### src/rtl/ocr_multich_dt_relay_if.sv
// Bus bundle for the multi-channel definite-time overcurrent relay core.
// master drives samples/controls; slave (the relay) returns status.
interface ocr_multich_dt_relay_if #(
  parameter int unsigned DATA_W = 16,
  parameter int unsigned N_CH   = 3
) ();
  logic                     sample_valid;
  logic [N_CH*DATA_W-1:0]   adc_data_in;
  logic [DATA_W-1:0]        I_p;
  logic                     trip_clear;
  logic                     busy;
  logic [N_CH-1:0]          pickup_ch;
  logic [N_CH-1:0]          trip_ch;
  logic                     trip_signal;
  logic                     overrun;

  modport master (
    output sample_valid, adc_data_in, I_p, trip_clear,
    input  busy, pickup_ch, trip_ch, trip_signal, overrun
  );

  modport slave (
    input  sample_valid, adc_data_in, I_p, trip_clear,
    output busy, pickup_ch, trip_ch, trip_signal, overrun
  );
endinterface

### src/rtl/ocr_multich_dt_relay.sv
// Multi-channel definite-time overcurrent relay: sliding-window mean-square vs I_p^2, timed latched trip.
// Define OCR_HYST_EN for pickup dropout hysteresis at 87.5 % of the threshold.
module ocr_multich_dt_relay #(
  parameter int unsigned DATA_W   = 16,
  parameter int unsigned N_CH     = 3,
  parameter int unsigned WIN_LOG2 = 4,
  parameter int unsigned TRIP_DLY = 8
) (
  input  logic                   clk_master,
  input  logic                   reset,
  ocr_multich_dt_relay_if.slave  bus
);

  localparam int unsigned SQ_W   = 2 * DATA_W;
  localparam int unsigned SUM_W  = SQ_W + WIN_LOG2;
  localparam int unsigned DEPTH  = 2 ** WIN_LOG2;
  localparam int unsigned CH_W   = (N_CH > 1) ? $clog2(N_CH) : 1;
  localparam int unsigned TMR_W  = $clog2(TRIP_DLY + 1);
  localparam int unsigned FILL_W = WIN_LOG2 + 1;

  localparam logic [1:0] S_IDLE = 2'd0;
  localparam logic [1:0] S_SQ   = 2'd1;
  localparam logic [1:0] S_UPD  = 2'd2;
  localparam logic [1:0] S_CMP  = 2'd3;

  logic [1:0]               state_q, state_nxt;
  logic [CH_W-1:0]          ch_q;
  logic signed [DATA_W-1:0] x_q [N_CH];
  logic [SUM_W-1:0]         thr_q;
  logic [SQ_W-1:0]          sq_q, old_q;
  logic [SUM_W-1:0]         sum_q [N_CH];
  logic [TMR_W-1:0]         tmr_q [N_CH];
  logic [WIN_LOG2-1:0]      wr_ptr_q;
  logic [FILL_W-1:0]        fill_q;
  logic                     busy_q, overrun_q, trip_signal_q;
  logic [N_CH-1:0]          pickup_q, trip_q;
  logic [SQ_W-1:0]          sq_mem [N_CH][DEPTH];

  logic                     last_ch_c, win_full_c, eval_c, pick_c;
  logic signed [SQ_W-1:0]   prod_c;
  logic [SQ_W-1:0]          sq_c, ip_sq_c;
  logic [SUM_W-1:0]         cur_sum_c;
  logic [TMR_W-1:0]         cur_tmr_c, tmr_nxt_c;
  logic [N_CH-1:0]          trip_nxt_c;
`ifdef OCR_HYST_EN
  logic [SUM_W-1:0]         drop_thr_c;
`endif

  assign bus.busy        = busy_q;
  assign bus.pickup_ch   = pickup_q;
  assign bus.trip_ch     = trip_q;
  assign bus.trip_signal = trip_signal_q;
  assign bus.overrun     = overrun_q;

  // State register
  always_ff @(posedge clk_master or posedge reset) begin
    if (reset) state_q <= S_IDLE;
    else       state_q <= state_nxt;
  end

  // Next-state: three steps per channel, back to idle after the last channel
  always_comb begin
    state_nxt = state_q;
    case (state_q)
      S_IDLE:  if (bus.sample_valid) state_nxt = S_SQ;
      S_SQ:    state_nxt = S_UPD;
      S_UPD:   state_nxt = S_CMP;
      S_CMP:   state_nxt = last_ch_c ? S_IDLE : S_SQ;
      default: state_nxt = S_IDLE;
    endcase
  end

  // Channel evaluation: the sample that completes the window is the first one judged
  always_comb begin
    last_ch_c  = (ch_q == CH_W'(N_CH - 1));
    win_full_c = (fill_q == FILL_W'(DEPTH));
    eval_c     = (fill_q >= FILL_W'(DEPTH - 1));
    prod_c     = SQ_W'(x_q[ch_q]) * SQ_W'(x_q[ch_q]);
    sq_c       = prod_c;
    ip_sq_c    = SQ_W'(bus.I_p) * SQ_W'(bus.I_p);
    cur_sum_c  = sum_q[ch_q];
    cur_tmr_c  = tmr_q[ch_q];
    pick_c     = 1'b0;
`ifdef OCR_HYST_EN
    drop_thr_c = thr_q - (thr_q >> 3);
    if (eval_c)
      pick_c = pickup_q[ch_q] ? (cur_sum_c > drop_thr_c) : (cur_sum_c > thr_q);
`else
    if (eval_c)
      pick_c = (cur_sum_c > thr_q);
`endif
    tmr_nxt_c = '0;
    if (pick_c)
      tmr_nxt_c = (cur_tmr_c == TMR_W'(TRIP_DLY)) ? cur_tmr_c : cur_tmr_c + TMR_W'(1);
    // A clear only releases channels that have dropped out; a new trip beats the clear
    trip_nxt_c = trip_q;
    if (bus.trip_clear)
      trip_nxt_c = trip_q & pickup_q;
    if ((state_q == S_CMP) && pick_c && (tmr_nxt_c == TMR_W'(TRIP_DLY)))
      trip_nxt_c[ch_q] = 1'b1;
  end

  // Datapath and status registers
  always_ff @(posedge clk_master or posedge reset) begin
    if (reset) begin
      ch_q          <= '0;
      thr_q         <= '0;
      sq_q          <= '0;
      old_q         <= '0;
      wr_ptr_q      <= '0;
      fill_q        <= '0;
      busy_q        <= 1'b0;
      overrun_q     <= 1'b0;
      pickup_q      <= '0;
      trip_q        <= '0;
      trip_signal_q <= 1'b0;
      for (int unsigned c = 0; c < N_CH; c++) begin
        x_q[c]   <= '0;
        sum_q[c] <= '0;
        tmr_q[c] <= '0;
      end
    end else begin
      case (state_q)
        S_IDLE: if (bus.sample_valid) begin
          for (int unsigned c = 0; c < N_CH; c++)
            x_q[c] <= bus.adc_data_in[c*DATA_W +: DATA_W];
          thr_q  <= SUM_W'(ip_sq_c) << WIN_LOG2;
          ch_q   <= '0;
          busy_q <= 1'b1;
        end
        S_SQ: begin
          sq_q  <= sq_c;
          old_q <= win_full_c ? sq_mem[ch_q][wr_ptr_q] : '0;
        end
        S_UPD: sum_q[ch_q] <= sum_q[ch_q] + SUM_W'(sq_q) - SUM_W'(old_q);
        S_CMP: begin
          pickup_q[ch_q] <= pick_c;
          tmr_q[ch_q]    <= tmr_nxt_c;
          if (last_ch_c) begin
            wr_ptr_q <= wr_ptr_q + WIN_LOG2'(1);
            if (!win_full_c) fill_q <= fill_q + FILL_W'(1);
            busy_q   <= 1'b0;
          end else begin
            ch_q <= ch_q + CH_W'(1);
          end
        end
        default: ;
      endcase
      if (bus.sample_valid && (state_q != S_IDLE)) overrun_q <= 1'b1;
      else if (bus.trip_clear)                     overrun_q <= 1'b0;
      trip_q        <= trip_nxt_c;
      trip_signal_q <= |trip_nxt_c;
    end
  end

  // Square history; contents only matter once the window has been filled
  always_ff @(posedge clk_master) begin
    if (state_q == S_UPD) sq_mem[ch_q][wr_ptr_q] <= sq_q;
  end

endmodule

### src/flat_wrapper.sv
// flat-port wrapper written by rule: the top's interface ports become plain ports
module ocr_multich_dt_relay_flat 
#(
  parameter int unsigned DATA_W   = 16,
  parameter int unsigned N_CH     = 3,
  parameter int unsigned WIN_LOG2 = 4,
  parameter int unsigned TRIP_DLY = 8
)
  (clk_master, reset, bus_sample_valid, bus_adc_data_in, bus_I_p, bus_trip_clear, bus_busy, bus_pickup_ch, bus_trip_ch, bus_trip_signal, bus_overrun);
  ocr_multich_dt_relay_if #(.DATA_W(DATA_W), .N_CH(N_CH)) bus_i ();
  input  logic clk_master;
  input  logic reset;
  input wire logic [$bits(bus_i.sample_valid)-1:0] bus_sample_valid;
  input wire logic [$bits(bus_i.adc_data_in)-1:0] bus_adc_data_in;
  input wire logic [$bits(bus_i.I_p)-1:0] bus_I_p;
  input wire logic [$bits(bus_i.trip_clear)-1:0] bus_trip_clear;
  output wire logic [$bits(bus_i.busy)-1:0] bus_busy;
  output wire logic [$bits(bus_i.pickup_ch)-1:0] bus_pickup_ch;
  output wire logic [$bits(bus_i.trip_ch)-1:0] bus_trip_ch;
  output wire logic [$bits(bus_i.trip_signal)-1:0] bus_trip_signal;
  output wire logic [$bits(bus_i.overrun)-1:0] bus_overrun;
  assign bus_i.sample_valid = bus_sample_valid;
  assign bus_i.adc_data_in = bus_adc_data_in;
  assign bus_i.I_p = bus_I_p;
  assign bus_i.trip_clear = bus_trip_clear;
  assign bus_busy = bus_i.busy;
  assign bus_pickup_ch = bus_i.pickup_ch;
  assign bus_trip_ch = bus_i.trip_ch;
  assign bus_trip_signal = bus_i.trip_signal;
  assign bus_overrun = bus_i.overrun;
  ocr_multich_dt_relay #(.DATA_W(DATA_W), .N_CH(N_CH), .WIN_LOG2(WIN_LOG2), .TRIP_DLY(TRIP_DLY)) u_core (.clk_master(clk_master), .reset(reset), .bus(bus_i));
endmodule
### config.mk
export PLATFORM = sky130hd
export DESIGN_NAME = ocr_multich_dt_relay_flat
export DESIGN_NICKNAME = d
export VERILOG_FILES = /design/src/rtl/ocr_multich_dt_relay_if.sv /design/src/rtl/ocr_multich_dt_relay.sv /design/src/flat_wrapper.sv
export SDC_FILE = /design/constraint.sdc
export NUM_CORES = 2
export LEC_CHECK = 0
export ABC_AREA = 1
export CORE_ASPECT_RATIO = 1.75
export CORE_MARGIN = 4
export CORE_UTILIZATION = 37
export CTS_CLUSTER_SIZE = 8
export DETAILED_ROUTE_END_ITERATION = 12
export SYNTH_ARGS = -nofsm -noshare
export SYNTH_HDL_FRONTEND = slang
export SYNTH_SLANG_ARGS = --single-unit
### constraint.sdc
create_clock -name clk_master -period 20.9 [get_ports clk_master]
set_input_delay 2.09 -clock clk_master [delete_from_list [all_inputs] [get_ports clk_master]]
set_output_delay 2.09 -clock clk_master [all_outputs]
set_load 0.05 [all_outputs]
=== Word level (Yosys, flattened, before mapping) ===
Memories as Yosys holds them, arrays and structs flattened.
Cells that the tools add are included.

* Logic and storage cells: 111
* Input port bits: 68
* Memories: 1
* Memory bits (writable): 1,536
* Output and inout port bits: 9
* Register bits: 286

{| class="wikitable"
|+ Memories
! name !! words !! bits a word !! read ports !! clocked after Yosys merged registers in !! write ports !! line !! RTL
|-
| u_core.sq_mem || 3 || 512 || 1 || 0 || 1 || ocr_multich_dt_relay.sv:37 || <nowiki>logic [SQ_W-1:0] sq_mem [N_CH][DEPTH];</nowiki>
|}

* $mul: 2
* Multiplexer cells: 42
* $lt $le $gt $ge: 8
* Bitwise operators: 5
* Add/subtract/negate cells: 6
* Reductions and logical operators: 16
* Equal/unequal tests: 10

{| class="wikitable"
|+ Operator list
! operator !! count
|-
| 2-to-1 mux 512 bit || 1
|-
| binary-select mux 32 bit (select 4 bit) || 1
|-
| demux 32 bit (select 4 bit) || 1
|-
| 2-to-1 mux 32 bit || 4
|-
| bitwise mux 108 bit || 1
|-
| 2-to-1 mux 36 bit || 3
|-
| binary-select mux 36 bit (select 2 bit) || 1
|-
| demux 36 bit (select 2 bit) || 1
|-
| multiplier 16 x 16 -> 32 bit || 2
|-
| adder 36 x 32 -> 36 bit || 1
|-
| > comparator 36 bit || 1
|-
| subtractor 36 x 32 -> 36 bit || 1
|-
| binary-select mux 16 bit (select 2 bit) || 1
|-
| 2-to-1 mux 16 bit || 2
|-
| 2-to-1 mux 4 bit || 5
|-
| bitwise mux 12 bit || 1
|-
| AND reduction 3 bit || 3
|-
| adder 4 x 1 -> 4 bit (second input constant) || 2
|-
| binary-select mux 4 bit (select 2 bit) || 1
|-
| demux 4 bit (select 2 bit) || 1
|-
| equality test 4 bit (second input constant) || 2
|-
| 2-to-1 mux 1 bit || 8
|-
| case mux 2 bit (4 select lines) || 1
|-
| equality test 2 bit (second input constant) || 3
|-
| 29 further kinds || 41
|}

=== Logic depth before layout (Yosys ltp) ===
* Word-level depth: 11
* Gate-level depth with buffers: 33

=== Least setup slack after synthesis ===
No wires, ideal clock.

* Kind: input port to flip-flop
* Start point: input port bus_I_p[13]
* End point: register u_core.thr_q[28]
* Cell stages on the path: 24
* Buffers on the path: 2
* Setup time: 0.130 ns
* Required time: 20.770 ns
* Arrival time: 7.322 ns
* Slack: 13.448 ns
* Cell sequence: clkbuf_1 > clkbuf_1 > nand2_1 > fa_1 > inv_1 > fa_1 > inv_1 > fa_1 > inv_1 > fa_1 > inv_1 > fa_1 > inv_1 > fa_1 > ha_1 > a21oi_1 > o21ai_0 > a21oi_1 > nand3_1 > nand2_1 > nand2_1 > or2_2 > nand3_1 > o21ai_0

* Cells in the longest elaborated chain, start to end: 1

{| class="wikitable"
|+ RTL lines
! item !! line !! RTL
|-
| start, declared || flat_wrapper.sv:15 || <nowiki>input wire logic [$bits(bus_i.I_p)-1:0] bus_I_p;</nowiki>
|-
| multiplier 16 x 16 -> 32 bit || ocr_multich_dt_relay.sv:80 || <nowiki>ip_sq_c = SQ_W'(bus.I_p) * SQ_W'(bus.I_p);</nowiki>
|-
| end signal, assigned || ocr_multich_dt_relay.sv:127 || <nowiki>thr_q <= SUM_W'(ip_sq_c) << WIN_LOG2;</nowiki>
|-
| end, declared || ocr_multich_dt_relay.sv:29 || <nowiki>logic [SUM_W-1:0] thr_q;</nowiki>
|}

No other way between the ends.
A chain may end at the register's enable or synchronous reset.

=== Final worst setup path ===
* Start point: register u_core.ch_q[1]
* End point: register u_core.sq_q[27]

* Cells in the longest elaborated chain, start to end: 5

{| class="wikitable"
|+ RTL lines
! item !! line !! RTL
|-
| start, declared || ocr_multich_dt_relay.sv:27 || <nowiki>logic [CH_W-1:0] ch_q;</nowiki>
|-
| start signal, assigned || ocr_multich_dt_relay.sv:144 || <nowiki>ch_q <= ch_q + CH_W'(1);</nowiki>
|-
| inverter 2 -> 3 bit (not written as such) || ocr_multich_dt_relay.sv:78 || <nowiki>prod_c = SQ_W'(x_q[ch_q]) * SQ_W'(x_q[ch_q]);</nowiki>
|-
| binary-select mux 16 bit (select 2 bit) || ocr_multich_dt_relay.sv:78 ||
|-
| 2-to-1 mux 16 bit (not written as such) (2 in a row) || ocr_multich_dt_relay.sv:78 ||
|-
| multiplier 16 x 16 -> 32 bit || ocr_multich_dt_relay.sv:78 ||
|-
| end signal, assigned || ocr_multich_dt_relay.sv:132 || <nowiki>sq_q <= sq_c;</nowiki>
|-
| end, declared || ocr_multich_dt_relay.sv:30 || <nowiki>logic [SQ_W-1:0] sq_q, old_q;</nowiki>
|}

No other way between the ends. The select of a mux whose other input is x is not followed.

==> metrics.cfg <==
[synth]
synth_edf_count = 1488
synth_fp_nets = 9405
synth_flop_cell = edfxtp_1
ys_ff_latch = 1771
synth_async_sr_flop_share = 0.160
ys_types = 56
netlist_instances = 8633
synth_area_um2 = 91800
synth_warnings = 0
yosysSeqAreaShare = 0.564
avgSynthCellArea_um2 = 10.6

[route]
via_count = 64546
final_antenna_net_count = 0
viasPerCell = 5.36
dr.first_iter.drc_count = 4831
wl_per_cell_um = 23.5
firstDrtPassIters = 5
wirelength_um = 283000
drc = 0

[die]
core-area_um2 = 247000
io_pins = 77
core.rowCount = 241
dieArea_um2 = 257000
die_y_um = 667
fp.dieW_um = 385
start_util = 0.372

[cells_and_area]
fillers = 23361
mostFrequentLayoutCell = nand2_1
stdcell_area_um2 = 103000
register_area_um2 = 51800
drive_gt1_frac = 0.0638
multi_input_area_um2 = 34300
syn_to_final_growth_pct = 12.3
finalNetCount = 9442
most-common-layout-cells = nand2_1 (1,704), edfxtp_1 (1,488), inv_1 (1,093), o21ai_0 (804), nor2_1 (526)

[place]
portBuffers = 76
place_area_um2 = 96400
dpl.hpwl_um = 182000
gp_congestion = 0.944

[sta]
finalHoldViolations = 0
finalCritPeriodShare = 0.398
setup_violations = 0
fin_skew_ns = 0.0903
timing.slew.headroom = 0.300
rsz0062_at_grt = false
drv_slew = 0
fin_crit_ns = 8.33
tightestPinTransition_ns = 1.05
tns_ns = 0
fmax_mhz = 120

[clocking]
cts_hold_buf = 0
clock_sinks = 1771
cts_resized = 0
path_clk_slew_ns = 0.05
cts_htree_levels = 4
insertion_delay_ns = 0.88
clock_path_buffers = 4
cts_tree = done
cts_made_buffers = 249
clk_root_buffer_cell = clkbuf_16
post_cts_buffers = 0

[setup_path]
crit_start = u_core.ch_q[1]
r2r_cells = 24
crit_path_frequent_cell = fa_1
critPathRequiredTime_ns = 21.60
critPathMaxStageDelay_ns = 0.88
r2r_setup_slack_ns = 12.57
cpMaxStageDelayCell = fa_1
worstPathArrival_ns = 9.03
cp_max_fo = 52
startpoint_type = flip-flop
reg2reg_from = u_core.ch_q[1]
critPathCapture = u_core.sq_q[27]
crit_type = flip-flop to flip-flop
r2r-end = u_core.sq_q[27]
worst_setup_path_end_kind = flip-flop
worstPathCellList = inv_16 -> nor2_8 -> inv_2 -> o21a_1 -> inv_2 -> nand2_1 -> inv_1 -> fa_1 -> fa_1 -> fa_1 -> fa_1 -> fa_1 -> inv_1 -> fa_1 -> inv_1 -> ha_1 -> nand4_1 -> nor2_1 -> nand4_1 -> nand3_1 -> a21o_1 -> nand2_1 -> nand3_1 -> o21ai_0

[global_route]
grt_max_degree = 154
grt_first_pass_wirelength_um = 422000
grt_pass1_vias = 67142
antenna_found_initial = 2
track_usage = 0.218
overflow = 0

[status]
status = finished, final reports clean

[run]
drv_cap = 0

[hold_path]
hp-class = flip-flop to flip-flop

-- final cells by class --
| cell class | instances | area share |
|---|---|---|
| clock inverters | 13 | 0.00206 |
| diodes | 2 | 0.0000485 |
| multi-input cells | 5308 | 0.332 |
| clock buffers | 325 | 0.0632 |
| repair buffers | 222 | 0.0195 |
| well taps | 3280 | 0.0398 |
| flip-flops and latches | 1771 | 0.502 |
| inverters | 1118 | 0.0411 |
-- per-stage QoR --
step	setup WS, ns	std cells	hold slack [ns]	util
after CTS	12.50	12037	0.468	0.418
after global routing	12.14	12038	0.492	0.418
final	12.57	12039	0.465	0.418
after detailed placement	12.10	11699	0.458	0.391
after floorplan	11.00	8633	0.441	-
after global placement	12.06	11699	0.456	0.391
-- worst min-delay path by stage --
| stage | start | to | slack, ns | depth (start not counted) |
|---|---|---|---|---|
| after floorplan | u_core.x_q[32] | u_core.x_q[32] | 0.44 | 2 |
| after global placement | u_core.sum_q[68] | u_core.sum_q[68] | 0.46 | 2 |
| after detailed placement | u_core.x_q[34] | u_core.x_q[34] | 0.46 | 2 |
| final | u_core.fill_q[3] | u_core.fill_q[3] | 0.46 | 1 |
| after global routing | u_core.sum_q[67] | u_core.sum_q[67] | 0.49 | 2 |
| after CTS | u_core.fill_q[3] | u_core.fill_q[3] | 0.47 | 1 |
-- sequential cells by signal (all words and copies together), names as in the netlist --
name / cells
u_core.old_q: 31
u_core.wr_ptr_q: 4
u_core.x_q: 48
u_core.bus.trip_signal: 1
u_core.bus.trip_ch: 3
u_core.bus.busy: 1
u_core.state_q: 2
u_core.tmr_q: 12
u_core.fill_q: 5
u_core.thr_q: 31
u_core.sq_q: 31
u_core.sum_q: 108
u_core.ch_q: 2
u_core.bus.pickup_ch: 3
u_core.bus.overrun: 1
u_core.sq_mem: 1488
-- cell families (layout without fill, tap and decap cells) --
logic type | after synthesis | count (layout) | synth area share
AOI/OAI and AO/OA | 1681 | 1681 | 0.105
and+or+nand+nor | 2860 | 2860 | 0.127
adders and majority gates | 704 | 704 | 0.131
buffers and inverters | 1554 | 1678 | 0.0674
other | 0 | 2 | 0
xor gates and xnor gates | 63 | 63 | 0.00601
DFF | 1771 | 1771 | 0.564
-- routing by layer --
| layer | up-vias | track usage | wire length [um] |
|---|---|---|---|
| li1 | 29199 | - | - |
| met1 | 32369 | 0.238 | 100000 |
| met2 | 2228 | 0.402 | 149000 |
| met3 | 748 | 0.0245 | 13800 |
| met4 | 2 | 0.137 | 20000 |
| met5 | - | 0 | 10 |
-- critical path: cells and delay by family (launching register included) --
kind                       cells  cell delay (ns)
and+or+nand+nor                8             1.27
DFF                            1             0.62
AOI/OAI and AO/OA              3             0.66
adders and majority gates      7             3.94
buffers and inverters          6             1.47
-- cell usage after synthesis (3+ instances only) --
| cell type | count | area, um2 |
|---|---|---|
| nand2_1 | 1705 | 6400 |
| nor4_1 | 3 | 18.8 |
| or2_1 | 3 | 18.8 |
| nand3b_1 | 4 | 30.0 |
| o21ai_2 | 3 | 26.3 |
| o22ai_2 | 4 | 50.1 |
| nand4_1 | 41 | 257 |
| a21o_1 | 7 | 52.6 |
| clkinv_1 | 6 | 22.5 |
| xor2_1 | 41 | 359 |
| o21ai_1 | 35 | 175 |
| fa_1 | 429 | 8590 |
| o21bai_1 | 16 | 120 |
| a31o_2 | 4 | 35.0 |
| dfrtp_1 | 283 | 7080 |
| nand3_1 | 435 | 2180 |
| edfxtp_1 | 1488 | 44700 |
| ha_1 | 275 | 3440 |
| buf_6 | 7 | 78.8 |
| inv_1 | 1096 | 4110 |
| o211ai_1 | 246 | 1850 |
| a21boi_0 | 6 | 45.0 |
| xnor2_1 | 22 | 193 |
| o21a_1 | 31 | 233 |
| or2_2 | 56 | 350 |
| o21ai_0 | 804 | 4020 |
| buf_4 | 22 | 165 |
| buf_1 | 12 | 45.0 |
| clkbuf_1 | 223 | 837 |
| a32oi_1 | 14 | 123 |
| a31oi_1 | 71 | 444 |
| buf_2 | 172 | 861 |
| nor3_1 | 24 | 120 |
| o221ai_1 | 29 | 254 |
| a21oi_1 | 301 | 1510 |
| inv_2 | 15 | 56.3 |
| o22ai_1 | 101 | 632 |
| nor2_1 | 578 | 2170 |
Power is not shown: default switching activity piles up to over one toggle a cycle in this logic, so the estimate is an artifact.
